--- src/rtl/turn_signal_input.sv ---
// turn_signal_input
//   Upstream conditioner for the tail-light sequencer. Three raw buttons
//   (left, right, hazard) are synchronised, debounced and priority-encoded
//   into a registered 2-bit direction code:
//     00 none, 10 left, 01 right, 11 hazard.
//   A short press is latched until the sequencer's next slow tick consumes
//   it, so a press that starts and ends between two ticks is not lost.
//
//   Optional feature macro: HAZARD_TOGGLE_EN
//     Defined   - each hazard press toggles a sticky hazard mode. While the
//                 mode is on, direction is forced to 11. The hazard level no
//                 longer feeds the requested code.
//     Undefined - hazard is momentary, like left/right.
//
//   DEBOUNCE_CYCLES must be representable in CNT_W bits (2**CNT_W > DEBOUNCE_CYCLES).
module turn_signal_input #(
  parameter int DEBOUNCE_CYCLES = 1000000,
  parameter int CNT_W           = 20
) (
  input  logic       clock,
  input  logic       reset,
  input  logic       btn_left,
  input  logic       btn_right,
  input  logic       btn_hazard,
  input  logic       tick,
  output logic [1:0] direction,
  output logic       pending
);

  localparam int N_BTN     = 3;
  localparam int IDX_LEFT  = 0;
  localparam int IDX_RIGHT = 1;
  localparam int IDX_HAZ   = 2;

  localparam logic [CNT_W-1:0] CNT_LAST = CNT_W'(DEBOUNCE_CYCLES - 1);

  typedef enum logic [1:0] {
    DIR_NONE   = 2'b00,
    DIR_RIGHT  = 2'b01,
    DIR_LEFT   = 2'b10,
    DIR_HAZARD = 2'b11
  } dir_e;

  // Raw buttons packed by index so every per-button stage is a loop.
  logic [N_BTN-1:0] w_raw;
  assign w_raw = {btn_hazard, btn_right, btn_left};

  // ---------------------------------------------------------------------
  // Two-flop synchroniser per button
  // ---------------------------------------------------------------------
  logic [N_BTN-1:0] r_sync1;
  logic [N_BTN-1:0] r_sync2;

  // Bring the asynchronous buttons into the clock domain.
  always_ff @(posedge clock or posedge reset) begin
    if (reset) begin
      // NOTE: sequential state uses non-blocking assignments so every flop
      // samples the pre-edge value of its neighbours.
      r_sync1 <= '0;
      r_sync2 <= '0;
    end else begin
      r_sync1 <= w_raw;
      r_sync2 <= r_sync1;
    end
  end

  // ---------------------------------------------------------------------
  // Debounce: one counter per button
  // ---------------------------------------------------------------------
  logic [N_BTN-1:0] r_deb;
  logic [N_BTN-1:0] w_deb_nxt;
  logic [CNT_W-1:0] r_cnt     [N_BTN];
  logic [CNT_W-1:0] w_cnt_nxt [N_BTN];

  // Count cycles of disagreement; flip the level once it has lasted long enough.
  always_comb begin
    for (int i = 0; i < N_BTN; i++) begin
      // NOTE: defaults first so no path through the block leaves a signal
      // unassigned, which would infer a latch.
      w_deb_nxt[i] = r_deb[i];
      w_cnt_nxt[i] = '0;
      if (r_sync2[i] != r_deb[i]) begin
        if (r_cnt[i] == CNT_LAST) begin
          w_deb_nxt[i] = r_sync2[i];
        end else begin
          w_cnt_nxt[i] = r_cnt[i] + CNT_W'(1);
        end
      end
    end
  end

  // Debounced levels and their counters.
  always_ff @(posedge clock or posedge reset) begin
    if (reset) begin
      r_deb <= '0;
      // NOTE: the counter array is control state, not storage, so it is
      // reset element by element; a reset mid-debounce must abort it.
      for (int i = 0; i < N_BTN; i++) begin
        r_cnt[i] <= '0;
      end
    end else begin
      r_deb <= w_deb_nxt;
      for (int i = 0; i < N_BTN; i++) begin
        r_cnt[i] <= w_cnt_nxt[i];
      end
    end
  end

  // Press event: the cycle in which a debounced level rises.
  logic [N_BTN-1:0] w_press;
  assign w_press = w_deb_nxt & ~r_deb;

  // ---------------------------------------------------------------------
  // Sticky hazard mode (optional)
  // ---------------------------------------------------------------------
`ifdef HAZARD_TOGGLE_EN
  logic r_haz_mode;

  // Each hazard press flips the sticky hazard mode.
  always_ff @(posedge clock or posedge reset) begin
    if (reset) begin
      r_haz_mode <= 1'b0;
    end else if (w_press[IDX_HAZ]) begin
      r_haz_mode <= ~r_haz_mode;
    end
  end

  // Hazard presses are consumed by the mode flop, not by the latch.
  logic w_haz_ev;
  assign w_haz_ev = 1'b0;
  logic w_haz_lvl;
  assign w_haz_lvl = 1'b0;
`else
  logic w_haz_ev;
  assign w_haz_ev = w_press[IDX_HAZ];
  logic w_haz_lvl;
  assign w_haz_lvl = r_deb[IDX_HAZ];
`endif

  // ---------------------------------------------------------------------
  // Requested code from the live debounced levels
  // ---------------------------------------------------------------------
  dir_e w_req;

  // Hazard, or left and right together, outranks a single side.
  always_comb begin
    w_req = DIR_NONE;
    if (w_haz_lvl || (r_deb[IDX_LEFT] && r_deb[IDX_RIGHT])) begin
      w_req = DIR_HAZARD;
    end else if (r_deb[IDX_LEFT]) begin
      w_req = DIR_LEFT;
    end else if (r_deb[IDX_RIGHT]) begin
      w_req = DIR_RIGHT;
    end
  end

  // ---------------------------------------------------------------------
  // Press latch
  // ---------------------------------------------------------------------
  logic w_ev_valid;
  dir_e w_ev_code;

  // Encode this cycle's press events with the same priority as the request.
  always_comb begin
    w_ev_valid = 1'b1;
    w_ev_code  = DIR_NONE;
    if (w_haz_ev || (w_press[IDX_LEFT] && w_press[IDX_RIGHT])) begin
      w_ev_code = DIR_HAZARD;
    end else if (w_press[IDX_LEFT]) begin
      w_ev_code = DIR_LEFT;
    end else if (w_press[IDX_RIGHT]) begin
      w_ev_code = DIR_RIGHT;
    end else begin
      w_ev_valid = 1'b0;
    end
  end

  dir_e r_lat;

  // A new press loads the latch even on a tick cycle; otherwise a tick consumes it.
  always_ff @(posedge clock or posedge reset) begin
    if (reset) begin
      r_lat <= DIR_NONE;
    end else if (w_ev_valid) begin
      r_lat <= w_ev_code;
    end else if (tick) begin
      r_lat <= DIR_NONE;
    end
  end

  // ---------------------------------------------------------------------
  // Output registers
  // ---------------------------------------------------------------------
  dir_e w_dir_nxt;

  // Live request wins; otherwise show the unconsumed latched press.
  always_comb begin
    w_dir_nxt = (w_req != DIR_NONE) ? w_req : r_lat;
`ifdef HAZARD_TOGGLE_EN
    if (r_haz_mode) begin
      w_dir_nxt = DIR_HAZARD;
    end
`endif
  end

  dir_e r_direction;
  logic r_pending;

  // Register direction and the pending flag for the sequencer.
  always_ff @(posedge clock or posedge reset) begin
    if (reset) begin
      r_direction <= DIR_NONE;
      r_pending   <= 1'b0;
    end else begin
      r_direction <= w_dir_nxt;
      r_pending   <= (r_lat != DIR_NONE);
    end
  end

  assign direction = r_direction;
  assign pending   = r_pending;

endmodule

--- config.mk ---
export PLATFORM = sky130hd
export DESIGN_NAME = turn_signal_input
export DESIGN_NICKNAME = d
export VERILOG_FILES = /design/src/rtl/turn_signal_input.sv
export SDC_FILE = /design/constraint.sdc
export NUM_CORES = 1
export LEC_CHECK = 0
export CAP_MARGIN = 20
export CORE_UTILIZATION = 40
export CTS_BUF_LIST = sky130_fd_sc_hd__clkbuf_8
export CTS_CLUSTER_DIAMETER = 100
export DETAILED_ROUTE_END_ITERATION = 16
export PLACE_DENSITY = 0.67
export SYNTH_ARGS = -nofsm -noshare
export SYNTH_HDL_FRONTEND = slang
export SYNTH_SLANG_ARGS = --single-unit
--- constraint.sdc ---
create_clock -name clock -period 4 [get_ports clock]
set_input_delay 1.2 -clock clock [delete_from_list [all_inputs] [get_ports clock]]
set_output_delay 1.2 -clock clock [all_outputs]
set_load 0.03 [all_outputs]
==> impl_summary.log <==
[metrics] outcome: complete, no violations
[metrics] initial antenna violation count: 0
[metrics] Worst Hold Class: register to register
[metrics] first-pass GRT wire length: 11.4 mm
[metrics] last weighted congestion value of the routability-driven placer: 0.765
[metrics] die span in x: 96.2 µm
[metrics] Vert. Die Dim: 96.2 µm
[metrics] via count normalized by instance count: 5.43
[metrics] post-route DRC violation count: 0
[metrics] Inst Count DP: 464
[metrics] Period Utilization, post-route: 63.3%
[metrics] initial detailed-routing violation count: 141
[metrics] clock sinks: 74
[metrics] cell type contributing the most total cell area after synthesis: sky130_fd_sc_hd__dfrtp_1
[metrics] sum of negative setup slack: 0 ns
[metrics] number of enable flip-flop cells after synthesis: 0
[metrics] worst path required time: 2.80 ns
[metrics] via count of the first global-routing pass: 2,531
[metrics] critical path, cell by cell: clkdlybuf4s50_1
[metrics] Wirelength per Cell: 13.3 µm
[metrics] hold buffer count at CTS: 0
[metrics] count of standard-cell rows: 33
[metrics] buffers inserted during post-CTS setup optimization: 0
[metrics] final worst clock skew: 0.00854 ns
[metrics] Max Freq: 395 MHz
[metrics] H-tree depth reported by CTS: 3
[metrics] summed instance area of the synthesized netlist: 3550 µm²
[metrics] starting utilization of the core area: 42.3%
[metrics] RSZ-0062 raised after global routing: no
[metrics] Port-buffer cells: 8
[metrics] global route overflow: 0
[metrics] largest net degree at the start of global routing: 75
[metrics] number of non-filler instances in the completed layout: 479
[metrics] critical-path cell with the highest stage delay: sky130_fd_sc_hd__clkdlybuf4s50_1
[metrics] crit path launch type: register
[metrics] TritonCTS clock tree: done
[metrics] Slew Viols, Final: 0
[metrics] async set or reset register ratio after synthesis: 100%
[metrics] buffer cell driving the clock tree root: sky130_fd_sc_hd__clkbuf_8
[metrics] kind of end point of the critical path: primary output
[metrics] number of antenna diodes: 0
[metrics] highest cell delay on the worst timing path: 0.66 ns
[metrics] count of TritonRoute iterations in the first routing pass: 6
[metrics] deepest clock path buffer count: 2
[metrics] relative max-transition margin: 48.7%
[metrics] max-capacitance violation count: 0
[metrics] number of register bits inferred by synthesis: 74
[metrics] transition time at the pin with the least slew margin: 0.770 ns
[metrics] global-route usage over all layers: 15.8%
[metrics] Setup Viol. Count Final: 0
[metrics] worst supply voltage drop on vdd: 0.000240 V
[metrics] most frequently used flop master after synthesis: sky130_fd_sc_hd__dfrtp_1
[metrics] Total Routed Length: 6.39 mm
[metrics] hold violation count in the final report: 0
[metrics] total of cells resized after clock tree synthesis: 0
[metrics] NumNets Final: 379
[metrics] post-route ant nets: 0
[metrics] number of warnings issued by yosys: 0
[metrics] clock transition at the registers of the reported paths: 0.08 ns
[metrics] final worst path period need: 2.53 ns
[metrics] Bufs and invs on worst path: 1
[metrics] Power per Cell Area: 349 nW/µm²
[metrics] Setup CP Type: register to primary output
[metrics] sequential share of the synthesized area: 52.2%
[metrics] num ports: 9
[metrics] clock buffer count from CTS: 9
[metrics] Via Count: 2,599
[metrics] leakage component of the power: 1.59 nW
[metrics] Worst Path Max Fanout: 1
[metrics] Post-Synthesis Mean Instance Area: 9.88 µm²
[metrics] critical path data arrival time: 1.33 ns
[metrics] fraction of final layout cells sized beyond drive strength 1: 7.22%
[metrics] core area: 8380 µm²
[metrics] later-pin clock latency in the skew report: 0.33 ns
[metrics] Area Growth Syn to Fin: 10.7%
[metrics] instance count of the mapped netlist: 359
[metrics] total die area: 9240 µm²
[metrics] Mapped Nets: 368
[metrics] area share of the leading cell type in the synthesized netlist: 52.2%
[metrics] Top Family by Delay on Critical Path: buffers and inverters
[metrics] count of distinct cell types in the synthesized netlist: 39
[metrics] cells taking the most area after synthesis: sky130_fd_sc_hd__dfrtp_1 (52%), sky130_fd_sc_hd__nor2_1 (5.6%), sky130_fd_sc_hd__xnor2_1 (4.9%), sky130_fd_sc_hd__xor2_1 (4.4%), sky130_fd_sc_hd__nand3_1 (2.7%)
[metrics] Post-DP HPWL: 4.26 mm
kinds of logic (layout without fill, tap and decap cells):
kind of cell,count (synthesis),count (layout),synth area share (%)
AND/OR/NAND/NOR,177,177,27.1
flip-flops,74,74,52.2
multiplexers,3,3,0.953
AO/OA/AOI/OAI,43,43,6.85
buffers and inverters,21,36,2.43
adder cells (fa/ha/maj),3,3,1.06
XOR/XNOR,38,38,9.39
final timing paths:
| check | endpoint | cells past startpoint | startpoint | slack (ns) |
|---|---|---|---|---|
| max | pending | 1 | pending | 1.47 |
| min | r_sync2[0] | 0 | r_sync1[0] | 0.36 |
| max reg2reg | r_cnt[3] | 5 | r_cnt[0] | 1.75 |
| min reg2reg | r_sync2[0] | 0 | r_sync1[0] | 0.36 |
| max in group asynchronous | r_cnt[24] | 3 | reset | 2.44 |
| min in group asynchronous | r_cnt[51] | 3 | reset | 1.26 |
power by group:
| part | leakage, nW | switching (mW) | internal, mW |
|---|---|---|---|
| logic | 0.470 | 0.0330 | 0.0164 |
| registers | 1.01 | 0.00967 | 0.758 |
| clock network | 0.105 | 0.257 | 0.295 |
| total | 1.59 | 0.300 | 1.07 |
Yosys cell counts, types with 8 or more instances:
library cell              number
sky130_fd_sc_hd__dfrtp_1      74
sky130_fd_sc_hd__and4_1        9
sky130_fd_sc_hd__o21ai_0      14
sky130_fd_sc_hd__or3_1        11
sky130_fd_sc_hd__xnor2_1      20
sky130_fd_sc_hd__nor4_1        8
sky130_fd_sc_hd__nor2_1       53
sky130_fd_sc_hd__a21oi_1      18
sky130_fd_sc_hd__xor2_1       18
sky130_fd_sc_hd__nand4_1      15
sky130_fd_sc_hd__or4_1         8
sky130_fd_sc_hd__nand3_1      19
sky130_fd_sc_hd__nand2_1      24
sky130_fd_sc_hd__inv_1        11
layer usage:
metal / share of wire (%) / global-route usage [%] / vias to the layer above
met5: 0 / 0 / -
met4: 1.1 / 3.73 / 0
met3: 3.4 / 4.98 / 6
met2: 46 / 25.8 / 28
met1: 49 / 20.6 / 1261
li1: - / - / 1304
state kept, by name, summed over array words and instances, names as in the netlist:
name,flops
r_lat,2
pending,1
r_sync2,3
r_cnt,60
r_deb,3
r_sync1,3
direction,2
final cells by class:
class	count	area, µm²
Sequential cell	74	1850
Timing Repair Buffer	10	108
Multi-Input combinational cell	264	1610
Tap cell	105	131
Clock buffer	10	138
Clock inverter	5	47.5
Inverter	11	41.3
Fill cell	788	4460
stage by stage:
| step | power (mW) | cell area (µm²) | hold WS [ns] | util [%] | worst slack (ns) |
|---|---|---|---|---|---|
| finish | 1.37 | 3930 | 0.360 | 46.8 | 1.47 |
| global route | 1.44 | 3930 | 0.377 | 46.8 | 1.39 |
| CTS | 1.40 | 3930 | 0.365 | 46.8 | 1.44 |
| detailed placement | 0.834 | 3740 | 0.348 | 44.6 | 1.79 |
| global placement | 0.832 | 3740 | 0.340 | 44.6 | 1.84 |
| floorplan | 0.814 | 3550 | 0.331 | - | 0.918 |
cells in the final DEF, fill, tap and decap left out, types with 3 or more instances in the layout:
master,n
sky130_fd_sc_hd__or3_1,11
sky130_fd_sc_hd__a21oi_1,18
sky130_fd_sc_hd__nor3_1,5
sky130_fd_sc_hd__nand3_1,19
sky130_fd_sc_hd__nand2_1,24
sky130_fd_sc_hd__xnor2_1,20
sky130_fd_sc_hd__and3_1,6
sky130_fd_sc_hd__ha_1,3
sky130_fd_sc_hd__o31ai_1,6
sky130_fd_sc_hd__clkbuf_8,10
sky130_fd_sc_hd__clkdlybuf4s50_1,8
sky130_fd_sc_hd__or4_1,8
sky130_fd_sc_hd__mux2_2,3
sky130_fd_sc_hd__nor4_1,8
sky130_fd_sc_hd__nor2_1,53
sky130_fd_sc_hd__nand4_1,15
sky130_fd_sc_hd__and4_1,9
sky130_fd_sc_hd__dfrtp_1,74
sky130_fd_sc_hd__nor4b_1,4
sky130_fd_sc_hd__xor2_1,18
sky130_fd_sc_hd__inv_1,12
sky130_fd_sc_hd__o21ai_0,14
worst reg2reg max path: stages, from the launching register on:
cell                      delay, ns
sky130_fd_sc_hd__dfrtp_1       0.38
sky130_fd_sc_hd__ha_1          0.25
sky130_fd_sc_hd__nand4_1       0.19
sky130_fd_sc_hd__nor4_1        0.58
sky130_fd_sc_hd__a21o_1        0.58
sky130_fd_sc_hd__nor2_1        0.12
No activity file was read; power rests on OpenSTA's default activity.
